**config.mk**
```make
export PLATFORM = sky130hd
export DESIGN_NAME = dual_lane_feeder
export DESIGN_NICKNAME = d
export VERILOG_FILES = /design/src/rtl/feeder_pkg.sv /design/src/rtl/feeder_lane_reg.sv /design/src/rtl/dual_lane_feeder.sv
export SDC_FILE = /design/constraint.sdc
export NUM_CORES = 1
export LEC_CHECK = 0
export CAP_MARGIN = 20
export CORE_UTILIZATION = 25
export DETAILED_ROUTE_END_ITERATION = 10
export PLACE_DENSITY_LB_ADDON = 0.08
export SLEW_MARGIN = 10
export SYNTH_ARGS = -nofsm -noshare
export SYNTH_HDL_FRONTEND = slang
export SYNTH_SLANG_ARGS = --single-unit
```
**constraint.sdc**
```tcl
create_clock -name clk -period 5.4 [get_ports clk]
set_input_delay 0.81 -clock clk [delete_from_list [all_inputs] [get_ports clk]]
set_output_delay 0.81 -clock clk [all_outputs]
set_load 0.02 [all_outputs]
```
**src/rtl/feeder_pkg.sv**
```systemverilog
// Shared types and default sizing for the dual-lane feeder.
package feeder_pkg;

    // Per-lane holding register occupancy.
    typedef enum logic {
        EMPTY = 1'b0,
        HELD  = 1'b1
    } lane_state_e;

    localparam int DEF_DWIDTH    = 32;
    localparam int DEF_CNT_WIDTH = 16;

endpackage

```
**src/rtl/feeder_lane_reg.sv**
```systemverilog
// One lane of the feeder: a single-entry holding register plus its ready logic.
// A lane can take a new word when it is empty or when its current word is
// being issued this cycle; flush and reset always win.
module feeder_lane_reg
    import feeder_pkg::*;
#(
    parameter int DWIDTH = DEF_DWIDTH
) (
    input  logic              clk,
    input  logic              rst,
    input  logic              flush,
    input  logic              issue,
    input  logic              in_valid,
    input  logic [DWIDTH-1:0] in_data,
    output logic              in_ready,
    output logic              held,
    output logic [DWIDTH-1:0] hold_data
);

    lane_state_e       state_q, state_d;
    logic [DWIDTH-1:0] data_q, data_d;
    logic              accept;

    assign in_ready  = !rst && !flush && (state_q == EMPTY || issue);
    assign accept    = in_valid && in_ready;
    assign held      = (state_q == HELD);
    assign hold_data = data_q;

    // Next state: flush clears, accept (re)loads, a bare issue drains the lane.
    always_comb begin
        state_d = state_q;
        data_d  = data_q;
        if (flush) begin
            state_d = EMPTY;
            data_d  = '0;
        end else if (accept) begin
            state_d = HELD;
            data_d  = in_data;
        end else if (issue) begin
            state_d = EMPTY;
            data_d  = '0;
        end
    end

    // Holding register with asynchronous reset.
    always_ff @(posedge clk or posedge rst) begin
        if (rst) begin
            state_q <= EMPTY;
            data_q  <= '0;
        end else begin
            state_q <= state_d;
            data_q  <= data_d;
        end
    end

endmodule

```
**src/rtl/dual_lane_feeder.sv**
```systemverilog
// Dual-lane feeder: two single-entry lanes drained together into a
// dual-enqueue FIFO, oldest word on slot A.
// Optional statistics counters are built when FEEDER_STATS_EN is defined;
// otherwise the counter outputs are tied to zero.
module dual_lane_feeder
    import feeder_pkg::*;
#(
    parameter int DWIDTH    = DEF_DWIDTH,
    parameter int CNT_WIDTH = DEF_CNT_WIDTH
) (
    input  logic                 clk,
    input  logic                 rst,
    input  logic                 s0_valid,
    input  logic [DWIDTH-1:0]    s0_data,
    output logic                 s0_ready,
    input  logic                 s1_valid,
    input  logic [DWIDTH-1:0]    s1_data,
    output logic                 s1_ready,
    input  logic                 flush,
    input  logic                 fifo_in_valid,
    output logic                 inA_enque_en,
    output logic [DWIDTH-1:0]    inA_data,
    output logic                 inB_enque_en,
    output logic [DWIDTH-1:0]    inB_data,
    output logic [CNT_WIDTH-1:0] stall_cnt,
    output logic [CNT_WIDTH-1:0] acc0_cnt,
    output logic [CNT_WIDTH-1:0] acc1_cnt
);

    logic              held0, held1, issue;
    logic [DWIDTH-1:0] data0, data1;
    logic              keep0, keep1;
    // age_q = 1 means lane 1 holds the older word.
    logic              age_q, age_d;

    assign issue = fifo_in_valid && (held0 || held1) && !flush;
    assign keep0 = held0 && !issue && !flush;
    assign keep1 = held1 && !issue && !flush;

    feeder_lane_reg #(.DWIDTH(DWIDTH)) u_lane0 (
        .clk       (clk),
        .rst       (rst),
        .flush     (flush),
        .issue     (issue),
        .in_valid  (s0_valid),
        .in_data   (s0_data),
        .in_ready  (s0_ready),
        .held      (held0),
        .hold_data (data0)
    );

    feeder_lane_reg #(.DWIDTH(DWIDTH)) u_lane1 (
        .clk       (clk),
        .rst       (rst),
        .flush     (flush),
        .issue     (issue),
        .in_valid  (s1_valid),
        .in_data   (s1_data),
        .in_ready  (s1_ready),
        .held      (held1),
        .hold_data (data1)
    );

    // Age: a retained word is older than anything loaded alongside it; fresh ties rank lane 0 first.
    always_comb begin
        age_d = age_q;
        if (keep0 && keep1) begin
            age_d = age_q;
        end else if (keep1) begin
            age_d = 1'b1;
        end else begin
            age_d = 1'b0;
        end
    end

    // Age flag register.
    always_ff @(posedge clk or posedge rst) begin
        if (rst) begin
            age_q <= 1'b0;
        end else begin
            age_q <= age_d;
        end
    end

    // Enqueue slot steering: oldest word on A, younger on B, zeros when idle.
    always_comb begin
        inA_enque_en = 1'b0;
        inB_enque_en = 1'b0;
        inA_data     = '0;
        inB_data     = '0;
        if (issue) begin
            if (held0 && held1) begin
                inA_enque_en = 1'b1;
                inB_enque_en = 1'b1;
                inA_data     = age_q ? data1 : data0;
                inB_data     = age_q ? data0 : data1;
            end else begin
                inA_enque_en = 1'b1;
                inA_data     = held0 ? data0 : data1;
            end
        end
    end

`ifdef FEEDER_STATS_EN
    logic [CNT_WIDTH-1:0] stall_cnt_q, stall_cnt_d;
    logic [CNT_WIDTH-1:0] acc0_cnt_q, acc0_cnt_d;
    logic [CNT_WIDTH-1:0] acc1_cnt_q, acc1_cnt_d;

    function automatic logic [CNT_WIDTH-1:0] sat_inc(input logic [CNT_WIDTH-1:0] v);
        return (&v) ? v : v + 1'b1;
    endfunction

    // Saturating statistics: stalled cycles and per-lane accepts.
    always_comb begin
        stall_cnt_d = stall_cnt_q;
        acc0_cnt_d  = acc0_cnt_q;
        acc1_cnt_d  = acc1_cnt_q;
        if ((held0 || held1) && !fifo_in_valid) stall_cnt_d = sat_inc(stall_cnt_q);
        if (s0_valid && s0_ready) acc0_cnt_d = sat_inc(acc0_cnt_q);
        if (s1_valid && s1_ready) acc1_cnt_d = sat_inc(acc1_cnt_q);
    end

    // Statistics counter registers.
    always_ff @(posedge clk or posedge rst) begin
        if (rst) begin
            stall_cnt_q <= '0;
            acc0_cnt_q  <= '0;
            acc1_cnt_q  <= '0;
        end else begin
            stall_cnt_q <= stall_cnt_d;
            acc0_cnt_q  <= acc0_cnt_d;
            acc1_cnt_q  <= acc1_cnt_d;
        end
    end

    assign stall_cnt = stall_cnt_q;
    assign acc0_cnt  = acc0_cnt_q;
    assign acc1_cnt  = acc1_cnt_q;
`else
    assign stall_cnt = '0;
    assign acc0_cnt  = '0;
    assign acc1_cnt  = '0;
`endif

endmodule

```
==> summary.txt, run 1 <==
Status = finished, final reports clean
Fill cell count = 1,448
Count of hold-fix buffers inserted at cts = 0
Post-CTS Resized = 0
Final Wtd Congestion = 0.747
R2R depth = 4
Finish-stage setup viols = 0
CP Capture Type = primary output
Synth top area share = 44.5%
Die height = 125 um
Initial DRC Count = 182
Gr usage total = 16.0%
Final period util = 71.5%
Crit path from = fifo_in_valid
Routed vias/inst = 4.58
Fin Setup TNS = 0 ns
Critical path depth = 6
CP max FO = 25
Number of distinct library cells after synthesis = 26
Worst Path Required = 4.59 ns
CP bufs+invs = 3
Fraction of layout cells with a size suffix above 1 = 4.77%
Nets = 591
Yosys reg bits = 67
Remaining DRCs = 0
Delay-heaviest family, CP = buffers and inverters
CTS tree = yes
Crit-path slowest cell = clkdlybuf4s50_1
CP Capture Point = inA_data[9]
# Post-CTS Setup Buffers = 0
Max cap viols = 0
Grt ovf = 0
Final Hold Viols = 0
Cells after synthesis = 396
Pwr dens = 235 nW/um^2
Syn. warnings = 0
Reg-to-reg slack, setup = 3.34 ns
Post-synthesis sequential area ratio = 44.5%
First-pass GRT wire length = 19.1 mm
Final wirelength = 12.3 mm
Crit-path cells = clkdlybuf4s50_1 > o21a_1 > nand2b_1 > buf_4 > a21oi_1 > clkdlybuf4s50_1
Clk_skew = 0.00342 ns
Syn_area_per_cell = 9.51 sq um
Placeable Area = 14,600 sq um
VDD IR max = 120 uV
Clock period minus worst slack = 3.86 ns
WL per Instance = 17.4 um
Largest net degree at the start of global routing = 37
Leading area contributor after synthesis = dfrtp_1
R2R Path Start = u_lane1.held
Area growth, synth to finish = 42.9%
Io pins = 186
Clock Pin Slew Worst Setup and Hold Paths = 0.05 ns
Initial DRT Pass Iterations = 5
P_leak = 2.15 nW
Initial core utilization = 25.8%
Max-slew headroom = 32.2%
FF-to-FF End = u_lane1.hold_data[16]
Max-slew violations = 0
Die area = 15,600 sq um
Hold Slack = 0.523 ns
Num CTS Buffers = 9
Crit path DAT = 3.05 ns
Critical Path Most Common Cell = clkdlybuf4s50_1
RSZ-0062 raised after global routing = false
Number of global-route vias before repair = 3,284
Crit path launch type = primary input
ANT cells = 0
Vias = 3,243
Final ANT Viol Nets = 0
F_max = 259 MHz
Row Count = 44
Post-Syn Area = 3770 sq um
CTS Root Cell = clkbuf_16
Hold Crit Class = flop to flop
Top cells by area, synth = dfrtp_1 45%, a22o_1 15%, buf_4 9.6%
Die extent in x = 125 um
Kind of critical path = primary input to primary output
Worst skew pair latency = 0.32 ns
IO Port Bufs = 137
Measured slew at the worst slew-check pin = 1.01 ns
Clock Sinks = 67
Clock buffer depth = 2
Total power = 0.00127 W
Hpwl dp = 8.33 mm
Slowest stage delay, CP = 0.64 ns
Number of antenna violations at the first check in global routing = 0
H-tree Lvls = 3
-- cell families after synthesis --
kind of cell	synth area share (%)
compound gates	20.1
flops	44.5
simple gates	12.5
other cells	0.0996
mux	8.51
buf+inv	14.3
-- per-layer routing --
layer	vias to the layer above	track usage (%)	routed length, um
met5	-	0	0
met1	1561	22.1	5750
met2	151	24.1	5490
met3	8	4.64	961
li1	1523	-	-
met4	0	4.04	101
-- placed cells by master (no fill, tap or decap) --
cell type | Yosys | layout
nor3_1 | 1 | 1
a21oi_1 | 33 | 33
dfrtp_2 | 0 | 1
inv_1 | 4 | 3
nor3_4 | 0 | 2
nor3b_1 | 2 | 2
a21boi_4 | 0 | 1
dfrtp_1 | 67 | 66
conb_1 | 1 | 48
and2_1 | 1 | 1
a21o_1 | 1 | 1
nand2b_1 | 4 | 4
o21a_1 | 1 | 1
buf_4 | 48 | 8
and3b_1 | 1 | 1
a21bo_2 | 1 | 1
and3_1 | 1 | 1
buf_12 | 0 | 1
and2b_1 | 1 | 1
mux2i_1 | 32 | 32
inv_2 | 0 | 1
nor2_1 | 33 | 33
nand3_1 | 1 | 1
clkdlybuf4s50_1 | 0 | 137
clkbuf_1 | 9 | 4
nand2_1 | 64 | 64
clkbuf_8 | 0 | 1
clkbuf_16 | 0 | 9
nor2b_1 | 1 | 1
a22o_1 | 64 | 64
-- cell usage after synthesis (all sizes together) --
master	instances
o21a	1
a22o	64
inv	4
and3b	1
buf	70
and3	1
and2	1
nand2	64
mux2i	32
a21o	1
a21oi	33
nor3	3
nor3b	2
conb	1
nand3	1
nor2	33
clkbuf	9
nand2b	4
a21bo	1
nor2b	1
dfrtp	67
a21boi	1
and2b	1
-- flip-flops by register name, summed over array words and instances, names as in the netlist --
name,flops
u_lane0.held,1
u_lane1.hold_data,32
age_q,1
u_lane0.hold_data,32
u_lane1.held,1
-- stage by stage --
stage	utilization, %	instances	setup slack (ns)	instance area, sq um
5_1_grt	36.9	708	1.43	5380
3_3_place_gp	35.0	693	1.55	5110
2_1_floorplan	-	443	2.87	3940
4_1_cts	36.7	707	1.26	5360
3_5_place_dp	35.0	693	1.53	5110
6_report	36.9	708	1.54	5380
-- layout make-up --
class	count	area, sq um	area share (%)
Clock buffer	14	254	4.72
Timing Repair Buffer	146	1450	27.0
Sequential cell	67	1680	31.2
Tap cell	184	230	4.28
Inverter	4	15.0	0.279
Multi-Input combinational cell	293	1750	32.6
-- where the power goes --
group / switching, W / leakage, nW / total [W] / internal (W)
Clock: 0.000195 / 0.123 / 0.000513 / 0.000319
Combinational: 0.000118 / 1.12 / 0.000204 / 0.0000862
Sequential: 0.0000220 / 0.911 / 0.000548 / 0.000526
Total: 0.000334 / 2.15 / 0.00127 / 0.000931
-- worst min path at each step --
stage | from | endpoint | slack [ns] | cells past startpoint
floorplan | u_lane1.hold_data[0] | u_lane1.hold_data[0] | 0.49 | 1
global placement | u_lane1.hold_data[7] | u_lane1.hold_data[7] | 0.51 | 1
detailed placement | u_lane1.hold_data[12] | u_lane1.hold_data[12] | 0.51 | 1
CTS | u_lane1.hold_data[26] | u_lane1.hold_data[26] | 0.52 | 1
global route | u_lane1.hold_data[12] | u_lane1.hold_data[12] | 0.54 | 1
finish | u_lane1.hold_data[2] | u_lane1.hold_data[2] | 0.52 | 1
Power figures use the tool's default switching activity.
==> run 2: changes to the inputs <==
Clock period 5.4 ns to 3.65 ns, I/O delays scaled along.
==> summary.txt, run 2 (synthesized netlist as in run 1, its figures left out) <==
R2R Path Start = u_lane1.held
Die height = 125 um
Slowest stage delay, CP = 0.76 ns
Crit-path slowest cell = dfrtp_2
CP Capture Type = primary output
FF-to-FF End = u_lane0.hold_data[21]
Remaining DRCs = 0
Delay-heaviest family, CP = buffers and inverters
CP bufs+invs = 2
Initial DRC Count = 241
H-tree Lvls = 3
Worst setup margin = 0.175 ns
Status = finished, final reports clean
Clock Pin Slew Worst Setup and Hold Paths = 0.06 ns
CTS Root Cell = clkbuf_16
Measured slew at the worst slew-check pin = 0.682 ns
Largest net degree at the start of global routing = 40
Clock buffer depth = 2
Max-slew violations = 0
Fraction of layout cells with a size suffix above 1 = 6.60%
Hold Crit Class = flop to flop
Number of antenna violations at the first check in global routing = 0
Final wirelength = 12.8 mm
F_max = 288 MHz
Initial DRT Pass Iterations = 5
VDD IR max = 177 uV
R2R depth = 4
Hold EP = u_lane1.hold_data[15]
Routed vias/inst = 4.60
Worst Path Required = 3.10 ns
Final core occ = 37.5%
Max-slew headroom = 54.4%
Die extent in x = 125 um
Pre-CTS WS = 0.538 ns
Max cap viols = 0
Kind of critical path = flop to primary output
Crit path DAT = 2.93 ns
Area growth, synth to finish = 45.3%
Hold Path Stages = 1
Min-delay src = u_lane1.hold_data[15]
Final Hold Viols = 0
Most frequent cells in the layout = 137 x clkdlybuf4s50_1, 66 x dfrtp_1, 64 x a22o_1, 64 x nand2_1, 48 x conb_1
ANT cells = 0
Crit path launch type = flop
Io pins = 186
Row Count = 44
Post-CTS Resized = 0
Number of global-route vias before repair = 3,362
Non-filler cells, final = 714
Initial core utilization = 25.8%
Worst skew pair latency = 0.33 ns
Leading cell type in the layout, fill and taps excluded = clkdlybuf4s50_1
Reg-to-reg slack, setup = 1.77 ns
Vias = 3,283
Count of hold-fix buffers inserted at cts = 0
Die area = 15,600 sq um
Clock period minus worst slack = 3.48 ns
Clock Sinks = 67
Placeable Area = 14,600 sq um
P_leak = 2.20 nW
First-pass GRT wire length = 19.6 mm
# Post-CTS Setup Buffers = 0
Num CTS Buffers = 9
RSZ-0062 raised after global routing = false
CP max FO = 18
Crit-path cells = a21bo_2 > buf_4 > nand2_1 > a21oi_1 > clkdlybuf4s50_1
Finish-stage setup viols = 0
WL per Instance = 18.0 um
Final Wtd Congestion = 0.776
Fill cell count = 1,461
Fin Setup TNS = 0 ns
Gr usage total = 16.7%
Grt ovf = 0
Clk_skew = 0.00540 ns
Nets = 595
CTS tree = yes
Hpwl dp = 8.59 mm
Cell Count Post-Placement = 698
IO Port Bufs = 137
Final ANT Viol Nets = 0
Pwr dens = 369 nW/um^2
Final period util = 95.2%
==> run 2: changes by cell type in the layout (fill, tap and decap cells not counted) <==
| cell | before | now |
|---|---|---|
| clkinv_2 | 0 | 2 |
| clkinvlp_4 | 0 | 2 |
| buf_12 | 1 | 2 |
| clkbuf_1 | 4 | 0 |
| bufinv_16 | 0 | 1 |
| buf_4 | 8 | 11 |
| inv_6 | 0 | 1 |
==> run 2: how the worst max path moves through the flow <==
stage           from           end  slack [ns]  cells after the start
2_1_floorplan    rst         age_q        1.42                      1
3_3_place_gp   age_q  inA_data[13]        0.52                      5
3_5_place_dp   age_q  inA_data[13]        0.54                      5
4_1_cts        age_q  inA_data[13]        0.17                      5
5_1_grt        age_q   inA_data[5]        0.01                      5
6_report       age_q  inA_data[13]        0.17                      5
==> run 2: layer usage <==
metal / vias up / GRT usage, % / routed length, um
li1: 1534 / - / -
met1: 1578 / 22.7 / 5940
met5: - / 0 / 0
met3: 12 / 5.24 / 1030
met4: 0 / 5.53 / 197
met2: 159 / 24.9 / 5670
==> run 2: power breakdown <==
part           switching, W  total (W)  internal (W)
clock network      0.000345   0.000892      0.000547
registers         0.0000319   0.000810      0.000778
logic              0.000180   0.000315      0.000135
total              0.000557    0.00202       0.00146
==> run 2: final cells by class <==
cell class              instances  area, sq um  share of cell area, %
inverters                       4         15.0                  0.274
clock buffers                  10          239                   4.37
multi-input cells             293         1750                   32.0
flip-flops and latches         67         1680                   30.7
clock inverters                 6         63.8                   1.17
well taps                     184          230                   4.21
repair buffers                150         1490                   27.3
==> run 2: through the flow <==
step           hold WS, ns  total power, W  instance area (sq um)
2_1_floorplan        0.487         0.00103                   3940
3_3_place_gp         0.505         0.00114                   5170
3_5_place_dp         0.505         0.00114                   5170
4_1_cts              0.528         0.00204                   5470
5_1_grt              0.538         0.00210                   5470
6_report             0.526         0.00202                   5470
==> edit: new RTL, config.mk and constraints of run 2 <==
Set the package constant `DEF_DWIDTH` to 36 (it was 32).
--- a/src/rtl/feeder_pkg.sv
+++ b/src/rtl/feeder_pkg.sv
@@ -9,3 +9,3 @@
 
-    localparam int DEF_DWIDTH    = 32;
+    localparam int DEF_DWIDTH    = 36;
     localparam int DEF_CNT_WIDTH = 16;
Ports: changed (resized inA_data, inB_data, s0_data and s1_data); port bits go from 186 to 202. The function was not compared with the original's and may differ.
==> edit against run 2 <==
Global-route usage decreased by 0.39 points. Largest cell class unchanged. First-iteration DRC count decreased by 12%. Final cell count increased by 12%. Worst setup slack improved by 0.20 ns. Synthesized area increased by 12%. Synthesized cell count increased by 9.8%. Clock power increased by 8.6%. Sequential cell count increased by 8. Fmax increased by 6.1%. Combinational power increased by 4%. Routed wire length increased by 8.7%. Power increased by 9.1%. Highest routed layer unchanged. Cell area increased by 11%.
==> edit: results (changes against run 2) <==
.. list-table::
   :header-rows: 1

   * - Metric
     - Value
   * - H-tree depth
     - 3 (unchanged)
   * - Final Routed Wirelength
     - 14.0 mm (+8.7%)
   * - Bufs on Longest Clock Path
     - 2 (unchanged)
   * - Post-CTS Setup Inserts
     - 0 (unchanged)
   * - Pin count of the biggest net entering global routing
     - 38 (-5.0%)
   * - Status
     - completed
   * - Initial antenna violation count
     - 0 (unchanged)
   * - Ranking of synthesized cells by instance count
     - dfrtp_1, a22o_1, nand2_1, buf_4
   * - Ratio of cells with drive above 1 in the final layout
     - 0.0670 (+0.000973)
   * - Layout filler cell count
     - 1662 (+14%)
   * - Total number of nets in the final design
     - 655 (+10%)
   * - Area contributors post-synth
     - dfrtp_1, a22o_1, mux2i_1
   * - Root buffer cell
     - clkbuf_16
   * - Worst clock skew on the final layout
     - 0.00381 ns (-0.00159 ns)
   * - Via-to-Cell Ratio
     - 4.57 (-0.69%)
   * - Total inserted antenna cells
     - 0 (unchanged)
   * - Vias in the first global route
     - 3896 (+16%)
   * - Hold WC Path Type
     - reg -> reg
   * - Number of violations reported at the end of detailed-routing iteration 0
     - 212 (-12%)
   * - # DRC
     - 0 (unchanged)
   * - Combined global-route utilization of all metal layers
     - 0.163 (-0.00390)
   * - Share of the yosys chip area belonging to registers
     - 0.446 (+0.000450)
   * - Count of cell types in the netlist
     - 27 (+3.8%)
   * - Global-route wire length before repair
     - 21.9 mm (+12%)
   * - Number of optimization iterations in the first detailed-route pass
     - 4 (-1)
   * - # port buffers
     - 153 (+12%)
   * - Predominant post-synthesis flop cell
     - dfrtp_1
   * - Number of warning messages in the yosys log
     - 0 (unchanged)
   * - Count of instances resized after the clock tree is built
     - 0 (unchanged)
   * - Detailed-placement wirelength estimate
     - 9.12 mm (+6.2%)
   * - Static leakage power
     - 2.42 nW (+10%)
   * - Final GP Congestion
     - 0.789 (+1.7%)
   * - IR Drop Worst-Case VDD
     - 0.000197 V (+11%)
   * - Pin slew with the least headroom to its limit
     - 0.914 ns (+0.232 ns)
   * - Internal
     - 0.00165 W (+13%)
[edit: cell count changes in the layout (fill, tap and decap cells not counted), sizes merged, moves of 4 or more]
| cell | delta |
|---|---|
| nor2 | +4 |
| dfrtp | +8 |
| mux2i | +4 |
| nand2 | +8 |
| clkdlybuf4s50 | +16 |
| a21oi | +4 |
| a22o | +8 |
[edit: worst max-delay path, stage by stage (launching register included)]
cell,delay (ns)
dfrtp_1,0.58
a21bo_2,0.51
buf_4,0.33
nand2_1,0.08
a21oi_1,0.24
clkdlybuf4s50_1,0.66
[edit: path summary, 6_finish.rpt]
path	from	cells past startpoint	slack [ns]	to
hold reg to reg	u_lane1.hold_data[16]	1	0.53	u_lane1.hold_data[16]
setup / recovery	u_lane1.held	5	0.37	inA_data[0]
max in group asynchronous	rst	3	2.26	u_lane1.hold_data[22]
min in group asynchronous	rst	2	0.64	u_lane0.held
hold / removal	u_lane1.hold_data[16]	1	0.53	u_lane1.hold_data[16]
setup reg to reg	u_lane1.held	3	1.75	u_lane1.hold_data[33]
[edit: layer usage]
layer,up-vias,GRT usage,part of all wire,routed length [µm]
li1,1695,-,-,-
met1,1785,0.218,0.46,6440
met2,168,0.260,0.46,6420
met3,14,0.0358,0.064,889
met4,0,0.0549,0.015,208
met5,-,0,0,0
[edit: power groups by stage]
stage	Sequential, W	Clock, W	Combinational [W]
2_1_floorplan	0.000907	0	0.000230
3_3_place_gp	0.000918	0	0.000328
3_5_place_dp	0.000919	0	0.000328
4_1_cts	0.000904	0.000997	0.000330
5_1_grt	0.000910	0.00103	0.000354
6_report	0.000905	0.000969	0.000328
[edit: cell type report]
class,count,share of cell area
Multi-Input combinational cell,321,0.320
Sequential cell,75,0.308
Timing Repair Buffer,166,0.270
Tap cell,220,0.0451
Clock buffer,12,0.0421
Clock inverter,4,0.0119
Inverter,4,0.00267
[edit: metrics by stage]
stage | worst slack [ns] | std cells | util | area, µm² | power [W]
final | 0.375 | 802 | 0.369 | 6100 | 0.00220
after global routing | 0.273 | 802 | 0.369 | 6100 | 0.00230
after CTS | 0.342 | 801 | 0.367 | 6070 | 0.00223
after detailed placement | 0.363 | 785 | 0.348 | 5740 | 0.00125
after global placement | 0.368 | 785 | 0.348 | 5740 | 0.00125
after floorplan | 1.19 | 482 | - | 4390 | 0.00114
[edit: kinds of logic (layout without fill, tap and decap cells)]
logic type | after synthesis | count (layout) | share of synthesized area
AOI/OAI and AO/OA | 114 | 114 | 0.205
other | 1 | 48 | 0.000890
and+or+nand+nor | 123 | 123 | 0.124
buffers and inverters | 86 | 186 | 0.139
DFF | 75 | 75 | 0.446
muxes | 36 | 36 | 0.0856
